--- config.mk ---
export PLATFORM = sky130hd
export DESIGN_NAME = multi_alarm_unit
export DESIGN_NICKNAME = d
export VERILOG_FILES = /design/src/rtl/multi_alarm_unit.sv
export SDC_FILE = /design/constraint.sdc
export NUM_CORES = 1
export LEC_CHECK = 0
export CAP_MARGIN = 40
export CORE_UTILIZATION = 55
export DETAILED_ROUTE_END_ITERATION = 7
export GPL_TIMING_DRIVEN = 0
export PLACE_DENSITY_LB_ADDON = 0.05
export SYNTH_ARGS = -nofsm -noshare
export SYNTH_HDL_FRONTEND = slang
export SYNTH_SLANG_ARGS = --single-unit
export TNS_END_PERCENT = 1
--- constraint.sdc ---
create_clock -name clk -period 6.3 [get_ports clk]
set_input_delay 1.26 -clock clk [delete_from_list [all_inputs] [get_ports clk]]
set_output_delay 1.26 -clock clk [all_outputs]
set_load 0.005 [all_outputs]
--- src/rtl/multi_alarm_unit.sv ---
`timescale 1ns/1ps
// multi_alarm_unit: N-channel HH:MM alarm engine sharing one buzzer. Compares
// stored alarms on each minute tick, queues matches lowest-index first, and
// runs a ring/snooze session with a snooze limit and ring timeout.
module multi_alarm_unit #(
  parameter int N_ALARMS   = 4,
  parameter int SNOOZE_MIN = 5,
  parameter int RING_MIN   = 3,
  parameter int MAX_SNOOZE = 3,
  parameter int IDW        = (N_ALARMS > 1) ? $clog2(N_ALARMS) : 1
) (
  input  logic                clk,
  input  logic                reset_,
  input  logic                min_tick,
  input  logic [15:0]         cur_time,
  input  logic                ld,
  input  logic [IDW-1:0]      ld_sel,
  input  logic [15:0]         ld_time,
  input  logic                ld_en,
  input  logic                stop,
  input  logic                snooze,
  output logic                buzz,
  output logic [IDW-1:0]      active_id,
  output logic                snoozing,
  output logic [N_ALARMS-1:0] pending,
  output logic [1:0]          dbg_state
);

  localparam int RW = $clog2(RING_MIN + 1);
  localparam int TW = $clog2(SNOOZE_MIN + 1);
  localparam int CW = (MAX_SNOOZE > 0) ? $clog2(MAX_SNOOZE + 1) : 1;

  typedef enum logic [1:0] {
    IDLE   = 2'd0,
    RING   = 2'd1,
    SNOOZE = 2'd2
  } state_t;

  state_t              state;
  logic [15:0]         alarm_time [N_ALARMS];
  logic [N_ALARMS-1:0] alarm_en;
  logic [RW-1:0]       ring_cnt;
  logic [TW-1:0]       tmr;
  logic [CW-1:0]       snz_cnt;

  logic [N_ALARMS-1:0] match;
  logic [N_ALARMS-1:0] cand;
  logic [N_ALARMS-1:0] pend_nxt;
  logic [IDW-1:0]      win_id;
  logic                win_vld;
  logic                ld_hit;
  logic                kill_active;

  assign dbg_state = state;

  // Match compares against the stored value before any same-cycle ld lands.
  always_comb begin
    match       = '0;
    win_id      = '0;
    win_vld     = 1'b0;
    ld_hit      = ld && (int'(ld_sel) < N_ALARMS);
    kill_active = ld_hit && !ld_en && (state != IDLE) && (ld_sel == active_id);
    for (int i = 0; i < N_ALARMS; i++) begin
      if (min_tick && alarm_en[i] && (alarm_time[i] == cur_time) &&
          !((state != IDLE) && (active_id == IDW'(i))))
        match[i] = 1'b1;
    end
    cand = pending | match;
    for (int i = N_ALARMS - 1; i >= 0; i--) begin
      if (cand[i]) begin
        win_id  = IDW'(i);
        win_vld = 1'b1;
      end
    end
    pend_nxt = cand;
    if (state == IDLE) begin
      for (int i = 0; i < N_ALARMS; i++) begin
        if (win_vld && (win_id == IDW'(i)))
          pend_nxt[i] = 1'b0;
      end
    end
  end

  always_ff @(posedge clk or posedge reset_) begin
    if (reset_) begin
      for (int i = 0; i < N_ALARMS; i++)
        alarm_time[i] <= '0;
      alarm_en  <= '0;
      pending   <= '0;
      state     <= IDLE;
      buzz      <= 1'b0;
      snoozing  <= 1'b0;
      active_id <= '0;
      ring_cnt  <= '0;
      tmr       <= '0;
      snz_cnt   <= '0;
    end else begin
      for (int i = 0; i < N_ALARMS; i++) begin
        if (ld_hit && (ld_sel == IDW'(i))) begin
          alarm_time[i] <= ld_time;
          alarm_en[i]   <= ld_en;
        end
      end
      pending <= pend_nxt;

      case (state)
        IDLE: begin
          if (win_vld) begin
            state     <= RING;
            buzz      <= 1'b1;
            snoozing  <= 1'b0;
            active_id <= win_id;
            ring_cnt  <= RW'(RING_MIN);
            snz_cnt   <= '0;
          end
        end
        RING: begin
          if (kill_active || stop) begin
            state    <= IDLE;
            buzz     <= 1'b0;
            snoozing <= 1'b0;
          end else if (snooze) begin
            // Once the snooze allowance is used up, snooze ends the session.
            if (int'(snz_cnt) < MAX_SNOOZE) begin
              state    <= SNOOZE;
              buzz     <= 1'b0;
              snoozing <= 1'b1;
              tmr      <= TW'(SNOOZE_MIN);
              snz_cnt  <= snz_cnt + 1'b1;
            end else begin
              state    <= IDLE;
              buzz     <= 1'b0;
              snoozing <= 1'b0;
            end
          end else if (min_tick) begin
            if (ring_cnt == RW'(1)) begin
              state    <= IDLE;
              buzz     <= 1'b0;
              snoozing <= 1'b0;
            end else begin
              ring_cnt <= ring_cnt - 1'b1;
            end
          end
        end
        SNOOZE: begin
          if (kill_active || stop) begin
            state    <= IDLE;
            buzz     <= 1'b0;
            snoozing <= 1'b0;
          end else if (min_tick) begin
            if (tmr == TW'(1)) begin
              state    <= RING;
              buzz     <= 1'b1;
              snoozing <= 1'b0;
              ring_cnt <= RW'(RING_MIN);
            end else begin
              tmr <= tmr - 1'b1;
            end
          end
        end
        default: begin
          state    <= IDLE;
          buzz     <= 1'b0;
          snoozing <= 1'b0;
        end
      endcase
    end
  end

endmodule

==> Word-level counts from Yosys, hierarchy flattened <==
Cells that the tools add are included.
{ "word_totals": {"ff_bits": 85, "input_bits": 41, "output_inout_bits": 10, "wordCells": 165} }
{ "classes": {"add_sub_neg": 3, "n_lt_le_gt_ge": 1, "eq_ne": 33, "mux": 65, "bitwise_logic": 1, "n_reduce_logical": 46} }
{ "op_table": {"columns": ["op", "count"], "rows": [
  ["equality test 16 bit", 4],
  ["two-way mux 2 bit", 25],
  ["logical AND 1 bit", 27],
  ["two-way mux 1 bit", 27],
  ["!= test 2 bit, second input constant", 11],
  ["two-way mux 3 bit", 6],
  ["equality test 2 bit, second input constant", 7],
  ["case mux 2 bit (3 select lines)", 2],
  ["equality test 2 x 1 -> 1 bit, second input constant", 5],
  ["AND reduction 5 bit", 2],
  ["AND reduction 9 bit", 1],
  ["logical NOT 2 bit", 4],
  ["!= test 4 bit, second input constant", 2],
  ["AND reduction 7 bit", 1],
  ["!= test 3 bit, second input constant", 2],
  ["case mux 1 bit (3 select lines)", 2],
  ["case mux 3 bit (2 select lines)", 1],
  ["nonzero test 2 bit", 3],
  ["logical NOT 1 bit", 5],
  ["two-way mux 4 bit", 1],
  ["bitwise OR 4 bit", 1],
  ["case mux 2 bit (2 select lines)", 1],
  ["equality test 3 x 1 -> 1 bit, second input constant", 1],
  ["nonzero test 3 bit", 1],
  ["other kinds (7)", 7]
]} }

==> Depth between registers and ports, before layout <==
{ "depth": {"depth_word": 14, "mapped_depth": 9, "mapped_depth_nobuf": 8} }

==> Least setup slack after synthesis <==
Ideal clock, no wire load.
{ "synth_timing": {"path_kind": "input -> register", "from": "input port cur_time[3]", "to": "register buzz", "setup_ns": 0.125, "arrival_time_ns": 2.635, "required_time_ns": 6.175, "setup_slack_ns": 3.540, "cell_stages": 8, "path_buffers": 1, "cell_sequence": "clkbuf_2 -> xnor2_1 -> nand4_1 -> nor3_1 -> a31oi_2 -> nand4_2 -> a2bb2oi_2 -> mux2_4"} }
{ "synth_between": {"elab_chain_cells": 11, "word_cells_on_any_way": 23, "cone_classes": "5 x eq/ne; 8 x mux; 1 x bitwise; 9 x reduce/logical"} }
{ "synth_rtl": {"columns": ["item", "line_no", "text"], "rows": [
  ["from (decl)", "15", "input logic [15:0] cur_time,"],
  ["equality test 16 bit", "64", "if (min_tick && alarm_en[i] && (alarm_time[i] == cur_time) &&"],
  ["logical AND 1 bit (2 in series)", "64", null],
  ["two-way mux 1 bit", "64", null],
  ["bitwise OR 4 bit (*)", "68", "cand = pending | match;"],
  ["two-way mux 1 bit (3 in series)", "70", "if (cand[i]) begin"],
  ["two-way mux 1 bit (*)", "70", null],
  ["!= test 2 bit (no line) (*)", null, null],
  ["AND reduction 5 bit (no line) (*)", null, null],
  ["to (signal assigned)", "91", "buzz <= 1'b0;"],
  ["to (signal assigned)", "110", "buzz <= 1'b1;"],
  ["to (signal assigned)", "120", "buzz <= 1'b0;"],
  ["to (decl)", "22", "output logic buzz,"]
]} }
Every way passes the cells marked *; elsewhere a longest branch is shown, timed or not.
A chain may end at the register's enable or synchronous reset.

==> Worst setup path in the final report <==
{ "layout_timing": {"from": "input port cur_time[10]", "to": "register buzz"} }
The elaborated chain is that of the path after synthesis.

==> metrics.cfg <==
[hold_path]
min_path_type=reg2reg

[flow_run]
drv_cap=0

[grt]
grt_pass1_vias=3081
grt_pass1_wl_mm=15.8
grt_max_degree=56
overflow=0
antenna_found_initial=0
track_usage_pct=25.4

[detailed_routing]
num_vias=2865
drtIter0Drc=234
drc=0
routedWlPerCell_um=18.1
viasPerCell=5.62
ant_nets=0
wirelength_mm=9.24
dr.pass1.iters=4

[timing]
timing.hold.ws_ns=0.516
fin_tns_setup_ns=0
period_needed_ns=3.31
rsz0062_at_grt=no
setup_viol=0
finalHoldViolCount=0
drv_slew=0
relSlewSlack_pct=51.0
period_share_pct=52.5
clock_skew_ns=0.0102
tightestPinTransition_ns=0.735
max_freq_mhz=303

[power]
p_leak_nw=2.07
powerDensity_mw_per_mm2=319
vdd_drop_max_mv=0.172

[layout]
n_antenna_cell=0
nets=451
drive_above_1_share_pct=25.8
area_delta_synth_final_pct=18.6
layout.cells.non_filler=510
fin_util_pct=68.9

[synth]
syn_area_per_cell_um2=12.2
synth_most_common_cell=dfrtp_1
synthCells=353
yosysTopAreaCell=dfrtp_1
synth_edf_count=0
yosysWarnings=0
syn-cell-area_mm2=0.00430
ys.flop_type=dfrtp_1
syn-num-nets=398
synth-seq-cells=85
async_flop_share_pct=100
synth.distinct_cells=47
netlist.area_leader.share_pct=49.4
synth.area.top_cells=dfrtp_1 (49%), mux2_2 (18%), xnor2_1 (11%)
synth_commonest_cells=dfrtp_1 (85), mux2_2 (68), xnor2_1 (54)
ys_seq_area_share_pct=49.4

[floorplanning]
die_h_um=90.5
start_util_pct=58.1
ioPinCount=51
dieWidth_um=90.5
core_area_mm2=0.00741
rows=31
dieArea_mm2=0.00818

[clocking]
numCtsBuffers=9
h-tree-depth=3
cts-root-buf=clkbuf_8
cts.clk_slew.worst_paths_ns=0.09
post_cts_buffers=0
clockBufferDepth=2
cts_resized=0
cts.sinks=85
worst_skew_pair.late_latency_ns=0.36
cts_hold_buffers=0
cts_tree=yes

[placement]
place_inst=493
port_buffers=40
finalWeightedCongestion=0.798
dp_hpwl_mm=6.73

[worst_setup_path]
criticalPathCategory=in2reg
worst-path-buf-inv=1
worstPathCellList=clkdlybuf4s50_1 > xnor2_1 > nand4_1 > nor3_1 > a31oi_2 > nand4_2 > a2bb2oi_2 > mux2_4
crit_arrival_ns=3.56
crit_required_ns=6.55
crit_path_end_kind=flop
cp_top_family=simple AND/OR/NAND/NOR gates
slowest_stage=clkdlybuf4s50_1
cp-start-kind=input port
crit_fanout=5
critPathMaxStageDelay_ns=0.51

[outcome]
status=complete, no violations

-- logic make-up (layout without fill, tap and decap cells) --
family | count (synthesis) | in the layout | synth area share [%]
flip-flops | 85 | 85 | 49.4
AND/OR/NAND/NOR | 62 | 62 | 8.03
adder cells (fa/ha/maj) | 4 | 4 | 1.16
buffers and inverters | 24 | 82 | 2.59
XOR/XNOR | 67 | 67 | 13.6
multiplexers | 70 | 70 | 18.4
AO/OA/AOI/OAI | 41 | 41 | 6.78
-- path summary, 6_finish.rpt --
check | start | endpoint | slack, ns | cells past startpoint
worst max-delay path | cur_time[10] | buzz$_DFFE_PP0P_ | 2.99 | 8
min in group asynchronous | reset_ | alarm_time[43]$_DFFE_PP0P_ | 1.25 | 2
worst min register to register | alarm_en[2]$_DFFE_PP0P_ | alarm_en[2]$_DFFE_PP0P_ | 0.52 | 1
max in group asynchronous | reset_ | alarm_en[1]$_DFFE_PP0P_ | 4.44 | 3
worst min-delay path | alarm_en[2]$_DFFE_PP0P_ | alarm_en[2]$_DFFE_PP0P_ | 0.52 | 1
worst max register to register | dbg_state[1]$_DFFE_PP0P_ | buzz$_DFFE_PP0P_ | 3.97 | 8
-- final cells by class --
type / instances / area [µm²]
inverter: 8 / 32.5
tap: 99 / 124
clock buffer: 9 / 124
clock inverter: 7 / 114
timing repair buffer: 42 / 435
buffer: 16 / 81.3
multi-input combinational: 244 / 2060
fill: 580 / 2310
sequential: 85 / 2130
-- state kept, by name (all words and copies together) (netlist names) --
signal and count:
tmr 3, snz_cnt 2, ring_cnt 2, active_id 2, snoozing 1, alarm_en 4
alarm_time 64, buzz 1, pending 4, dbg_state 2
-- routing by layer --
metal  vias up  track usage (%)  part of all wire, %  wire length (µm)
li1       1348                -                    -                 -
met1      1441             34.7                   47              4350
met2        66             40.6                   48              4420
met3        10             4.63                  3.9               361
met5         -                0                    0                 0
met4         0             9.41                  1.3               116
-- cell usage in the layout (no fill, tap or decap), drive strengths merged, types with 2 or more instances in the layout --
master | Yosys | layout
nand4 | 10 | 10
nor2b | 2 | 2
nor3 | 9 | 9
xor2 | 13 | 13
nor4 | 3 | 3
xnor2 | 54 | 54
ha | 4 | 4
bufinv | 0 | 3
a31oi | 6 | 6
dfrtp | 85 | 85
buf | 4 | 6
inv | 8 | 8
clkbuf | 12 | 21
mux2 | 69 | 69
nor2 | 12 | 12
nand2b | 4 | 4
nand3 | 9 | 9
nor3b | 2 | 2
nand2 | 6 | 6
a21oi | 13 | 13
clkdlybuf4s50 | 0 | 40
nand3b | 2 | 2
a21o | 3 | 3
clkinv | 0 | 4
o21ai | 8 | 8
-- power breakdown --
part	switching (W)	total, W	internal, W	leakage [nW]
logic	0.000206	0.000442	0.000236	0.933
registers	0.0000755	0.000729	0.000653	1.01
clock network	0.000197	0.000459	0.000262	0.123
total	0.000479	0.00163	0.00115	2.07
-- per-stage QoR --
step | worst slack, ns | total power (W) | cell area (µm²)
global route | 2.84 | 0.00172 | 5100
global placement | 1.46 | 0.00116 | 4830
CTS | 3.01 | 0.00164 | 5090
detailed placement | 2.64 | 0.00118 | 4860
finish | 2.99 | 0.00163 | 5100
floorplan | 2.85 | 0.00104 | 4300
(Power assumes the default switching activity.)
